## src/rtl/add_pipe_stage.sv

```systemverilog
// add_pipe_stage: two-stage pipelined unsigned adder with valid/ready handshakes.
// Stage 1 holds the operand pair, stage 2 holds the registered sum and carry.
// The pipeline holds up to two pairs, keeps them in order under backpressure,
// and counts consumed results with a saturating counter.
module add_pipe_stage #(
  parameter int WIDTH     = 4,
  parameter int CNT_WIDTH = 8
) (
  input  logic                 clk,
  input  logic                 rst_n,
  input  logic                 in_valid,
  output logic                 in_ready,
  input  logic [WIDTH-1:0]     a,
  input  logic [WIDTH-1:0]     b,
  output logic                 out_valid,
  input  logic                 out_ready,
  output logic [WIDTH:0]       y,
  output logic                 carry,
  output logic [CNT_WIDTH-1:0] txn_count
);

  localparam logic [CNT_WIDTH-1:0] CNT_ONE = {{(CNT_WIDTH-1){1'b0}}, 1'b1};
  localparam logic [CNT_WIDTH-1:0] CNT_MAX = '1;

  logic                 s1_valid_q, s1_valid_d;
  logic [WIDTH-1:0]     a1_q, a1_d;
  logic [WIDTH-1:0]     b1_q, b1_d;
  logic                 s2_valid_q, s2_valid_d;
  logic [WIDTH:0]       y_q, y_d;
  logic                 carry_q, carry_d;
  logic [CNT_WIDTH-1:0] txn_count_q, txn_count_d;

  logic                 s1_adv;
  logic                 in_xfer;
  logic                 out_xfer;
  logic [WIDTH:0]       sum;

  // Handshake decode: stage 1 moves forward when stage 2 is empty or draining,
  // so a full pipeline can still accept a new pair on the same edge.
  always_comb begin
    s1_adv   = s1_valid_q && (!s2_valid_q || out_ready);
    in_ready = !s1_valid_q || s1_adv;
    in_xfer  = in_valid && in_ready;
    out_xfer = s2_valid_q && out_ready;
  end

  // Next-state logic: a load sets a stage's valid and takes priority over the clear.
  always_comb begin
    s1_valid_d  = s1_valid_q;
    a1_d        = a1_q;
    b1_d        = b1_q;
    s2_valid_d  = s2_valid_q;
    y_d         = y_q;
    carry_d     = carry_q;
    txn_count_d = txn_count_q;
    sum         = {1'b0, a1_q} + {1'b0, b1_q};

    if (in_xfer) begin
      s1_valid_d = 1'b1;
      a1_d       = a;
      b1_d       = b;
    end else if (s1_adv) begin
      s1_valid_d = 1'b0;
    end

    if (s1_adv) begin
      s2_valid_d = 1'b1;
      y_d        = sum;
      carry_d    = sum[WIDTH];
    end else if (out_xfer) begin
      s2_valid_d = 1'b0;
    end

    if (out_xfer && (txn_count_q != CNT_MAX)) begin
      txn_count_d = txn_count_q + CNT_ONE;
    end
  end

  // Pipeline registers; reset empties both stages and clears all payload.
  always_ff @(posedge clk or negedge rst_n) begin
    if (!rst_n) begin
      s1_valid_q  <= 1'b0;
      a1_q        <= '0;
      b1_q        <= '0;
      s2_valid_q  <= 1'b0;
      y_q         <= '0;
      carry_q     <= 1'b0;
      txn_count_q <= '0;
    end else begin
      s1_valid_q  <= s1_valid_d;
      a1_q        <= a1_d;
      b1_q        <= b1_d;
      s2_valid_q  <= s2_valid_d;
      y_q         <= y_d;
      carry_q     <= carry_d;
      txn_count_q <= txn_count_d;
    end
  end

  assign out_valid = s2_valid_q;
  assign y         = y_q;
  assign carry     = carry_q;
  assign txn_count = txn_count_q;

endmodule
```

## config.mk

```make
export PLATFORM = sky130hd
export DESIGN_NAME = add_pipe_stage
export DESIGN_NICKNAME = d
export VERILOG_FILES = /design/src/rtl/add_pipe_stage.sv
export SDC_FILE = /design/constraint.sdc
export NUM_CORES = 1
export LEC_CHECK = 0
export ABC_AREA = 1
export BUFFER_PORTS_ARGS = -buffer_cell sky130_fd_sc_hd__buf_2
export CAP_MARGIN = 20
export CORE_UTILIZATION = 45
export CTS_CLUSTER_SIZE = 10
export DETAILED_ROUTE_END_ITERATION = 16
export PLACE_DENSITY = 0.73
export REMOVE_ABC_BUFFERS = 1
export SKIP_LAST_GASP = 1
export SYNTH_ARGS = -nofsm -noshare
export SYNTH_HDL_FRONTEND = slang
export SYNTH_SLANG_ARGS = --single-unit
```

## constraint.sdc

```tcl
create_clock -name clk -period 1.2 [get_ports clk]
set_input_delay 0.24 -clock clk [delete_from_list [all_inputs] [get_ports clk]]
set_output_delay 0.24 -clock clk [all_outputs]
set_load 0.02 [all_outputs]
```

## Word-level counts from Yosys, hierarchy flattened

Index checks and enable logic that the tools add are counted.
W data, S select, Z words.

- Add/subtract/negate cells: 2
- Mux-type cells: 4
- Reductions and logical operators: 10
- Equality and inequality tests: 1

Operators with widths:

| cell | count |
|---|---|
| $add A8 B1 Y8 const B | 1 |
| $ne A8 B8 Y1 const B | 1 |
| $add A4 B4 Y5 | 1 |
| $logic_and A1 B1 Y1 | 4 |
| $mux W1 | 4 |
| $reduce_bool A2 Y1 | 2 |
| $logic_not A1 Y1 | 2 |
| $logic_or A1 B1 Y1 | 2 |

- Logic and storage cells: 24
- Flip-flop bits (word level): 24
- Output and inout bits: 16

## Depth between registers and ports, before layout

- Depth in word-level cells: 6
- Gate-level depth with buffers: 8
- Gate-level depth less buffers: 8

## Worst setup path after synthesis

OpenSTA, ideal clock, no wires.

- Path kind: register to register
- Start: reg txn_count_q[0], in the netlist txn_count[0]
- End: reg txn_count_q[5], in the netlist txn_count[5]
- Buffers on the path: 0
- Stages on the path, launching flop included: 9
- Data arrival time: 1.230 ns
- Required time: 1.083 ns
- Setup slack: -0.147 ns
- Library setup time: 0.117 ns
- Cells stage by stage: dfrtp_1 > ha_1 > nand2_2 > nor2_4 > nand2_4 > nand2_4 > inv_2 > nand2_1 > nand2_1

- Cells in the longest elaborated chain, start to end: 2

RTL lines:

| what | line | text |
|---|---|---|
| start: declaration | 31 | `logic [CNT_WIDTH-1:0] txn_count_q, txn_count_d;` |
| start signal: assignment | 96 | `txn_count_q <= txn_count_d;` |
| branches (longest 2 deep; another with $add A8 B1 Y8) | - |  |

Several ways; the timed one is not identified.
A chain may end at the register's enable or synchronous reset.

## Worst setup path in the final report

- Start: reg a1_q[0]
- End: reg y_q[1], in the netlist y[1]

- Cells in the longest elaborated chain, start to end: 1

RTL lines:

| what | line | text |
|---|---|---|
| start: declaration | 26 | `logic [WIDTH-1:0] a1_q, a1_d;` |
| start signal: assignment | 83 | `a1_q <= '0;` |
| start signal: assignment | 91 | `a1_q <= a1_d;` |
| $add A4 B4 Y5 | 56 | `sum = {1'b0, a1_q} + {1'b0, b1_q};` |
| end signal: assignment | 94 | `y_q <= y_d;` |
| end: declaration | 29 | `logic [WIDTH:0] y_q, y_d;` |

No other way between the ends.

==> qor.csv <==
metric;value;unit
initial_core_util;47.6;%
final_antenna_net_count;0;
post_drt_wl_per_cell;11.5;µm
cap_violations;0;
fin_crit;1.27;ns
final_common_cell;nand2_1;
setup_viol;12;
hpwl;1590;µm
ys_seq_area_share;48.3;%
overflow;0;
synthCells;142;
power_density;1810;mW/mm²
r2r_slack;-0.07;ns
vias_per_cell;4.81;
dr.first_iter.drc_count;18;
hold_path.class;in -> reg;
synth_area_leaders;dfrtp_1 (48%), nand2_1 (17%), ha_1 (5.3%);
worst_r2r_endpoint;y[1]$_DFFE_PN0P_;
worstPathCellList;ha_2, inv_2, fa_2, o21ai_2;
max_freq;786;MHz
drt-total-wl;2510;µm
instances_no_fill;218;
cts-root-buf;clkbuf_4;
fin_ws;-0.0719;ns
synth_cell_types;21;
drive_gt1_share;38.3;%
die_x;53.5;µm
firstDrtPassIters;4;
fin_worst_skew;0.00622;ns
clk_pin_slew;0.12;ns
dieArea;0.00286;mm²
routabilityCongestion;0.838;
cts.path.max_buffers;2;
core-area;0.00250;mm²
die_height;53.5;µm
worstHoldEndpoint;b1_q[0]$_DFFE_PN0P_;
fin_nets;207;
grt_max_degree;24;
ys_ff_latch;23;
ys.flop_type;dfrtp_1;
period_share;106;%
antenna_found_initial;0;
synth_top_area_share;48.3;%
syn2layout_area_growth;36.9;%
dp_slack;-0.116;ns
reg2reg_from;a1_q[0]$_DFFE_PN0P_;
leakage;0.865;nW
hold_violations;0;
grt_pass1_vias;840;
min_from;b[0];
arrival;1.49;ns
cts_made_buffers;3;
status;finished, violations left;
row_count;18;
cpPeakStageDelay;0.52;ns
n_antenna_cell;0;
ys_warn_count;0;
numPortBuffers;27;
rsz0062_at_grt;yes;
cp.required;1.42;ns
crit_type;reg -> reg;
io_pins;28;
final_cell_mix;nand2_1 (50), dfrtp_1 (22), buf_2 (21), inv_1 (13), buf_4 (13);
relSlewSlack;65.5;%
avgSynthCellArea;8.39;µm²
async_reset_ff_share;100;%
grt_pass1_wl;3480;µm
violations;setup timing;
rr_worst_depth;4;
cp_slowest_cell;fa_2;
num_vias;1049;
dp.cells;203;
worstMarginPinSlew;0.518;ns
cts_tree;yes;
grt.total_usage;17.0;%
syn_area;0.00119;mm²
yosysTopAreaCell;dfrtp_1;
final_max_slew_viol_count;0;
crit_path_start_kind;flip-flop;
crit_path_end_kind;flip-flop;
synth_edf_count;0;
vdd_drop_max;0.00104;V
clk_latency;0.32;ns
hold_depth;3;
drc;0;
h-tree-depth;1;
cts.sinks;23;
worst-path-max-fanout;2;
[how the worst max path moves through the flow]
stage,startpoint,end,cells past startpoint
final,a1_q[0]$_DFFE_PN0P_,y[1]$_DFFE_PN0P_,4
after global routing,txn_count[0]$_DFFE_PN0P_,txn_count[1]$_DFFE_PN0P_,8
after CTS,out_valid$_DFFE_PN0P_,out_valid,2
after detailed placement,a1_q[0]$_DFFE_PN0P_,y[2]$_DFFE_PN0P_,5
after global placement,a1_q[0]$_DFFE_PN0P_,y[2]$_DFFE_PN0P_,5
after floorplan,txn_count[0]$_DFFE_PN0P_,txn_count[5]$_DFFE_PN0P_,8
[cell families (layout without fill, tap and decap cells)]
logic type,Yosys count,count (layout),synth area share (%)
AND/OR/NAND/NOR,83,83,32.4
flip-flops,23,23,48.3
buffers and inverters,17,63,6.30
AO/OA/AOI/OAI,11,11,4.62
adder cells (fa/ha/maj),6,6,6.93
XOR/XNOR,2,2,1.47
[timing repair]
action                     4_1_cts  5_1_grt
hold buffers                     1        0
resized for setup               21       18
buffers inserted                 6        4
setup endpoints to repair       13       20
pin swaps                        6       11
hold endpoints to repair        23        0
[per-stage QoR]
step / total power [W] / hold slack, ns / instance area, µm² / util, % / TNS [ns]
floorplan: 0.00179 / -0.0556 / 1170 / - / -0.923
global placement: 0.00215 / 0.235 / 1390 / 55.6 / -0.253
detailed placement: 0.00218 / 0.242 / 1390 / 55.6 / -0.349
CTS: 0.00277 / 0.141 / 1530 / 61.4 / -0.349
global route: 0.00315 / 0.148 / 1630 / 65.2 / -1.56
finish: 0.00296 / 0.147 / 1630 / 65.2 / -0.487
[sequential cells by signal, summed over array words and instances, names as in the netlist]
name and cells:
a1_q 4, b1_q 4, out_valid 1, s1_valid_q 1, txn_count 8, y 5
[critical path, delay by kind of cell (launching register included)]
kind,cells,cell delay (ns)
compound gates,1,0.05
fa+ha+maj,2,0.72
flops,1,0.38
buf+inv,1,0.04
[where the power goes]
group,switching [W],internal [W]
Sequential,0.000168,0.000976
Combinational,0.000755,0.000687
Clock,0.000242,0.000130
Total,0.00116,0.00179
[cells in the mapped netlist, types with 2 or more instances]
| library cell | number |
|---|---|
| nor2_1 | 7 |
| inv_1 | 14 |
| nand2_4 | 2 |
| nand2_2 | 3 |
| nand3_1 | 11 |
| nand3b_1 | 2 |
| nand2_1 | 54 |
| ha_1 | 5 |
| o21ai_0 | 5 |
| dfrtp_1 | 23 |
| nor2_4 | 2 |
| a21oi_1 | 5 |
[layout make-up]
cell class / count / area [µm²]
clock buffer: 4 / 26.3
sequential: 23 / 577
fill: 203 / 870
multi-input combinational: 102 / 617
inverter: 15 / 58.8
tap: 30 / 37.5
timing repair buffer: 44 / 314
[routing by layer]
layer / GRT usage, % / share of wire, % / wire length [µm]
met1: 23.1 / 47 / 1170
met2: 26.0 / 47 / 1170
met3: 2.59 / 3.8 / 96
met4: 7.89 / 2.7 / 68
met5: 0 / 0 / 0
No activity file was read; power rests on OpenSTA's default activity.
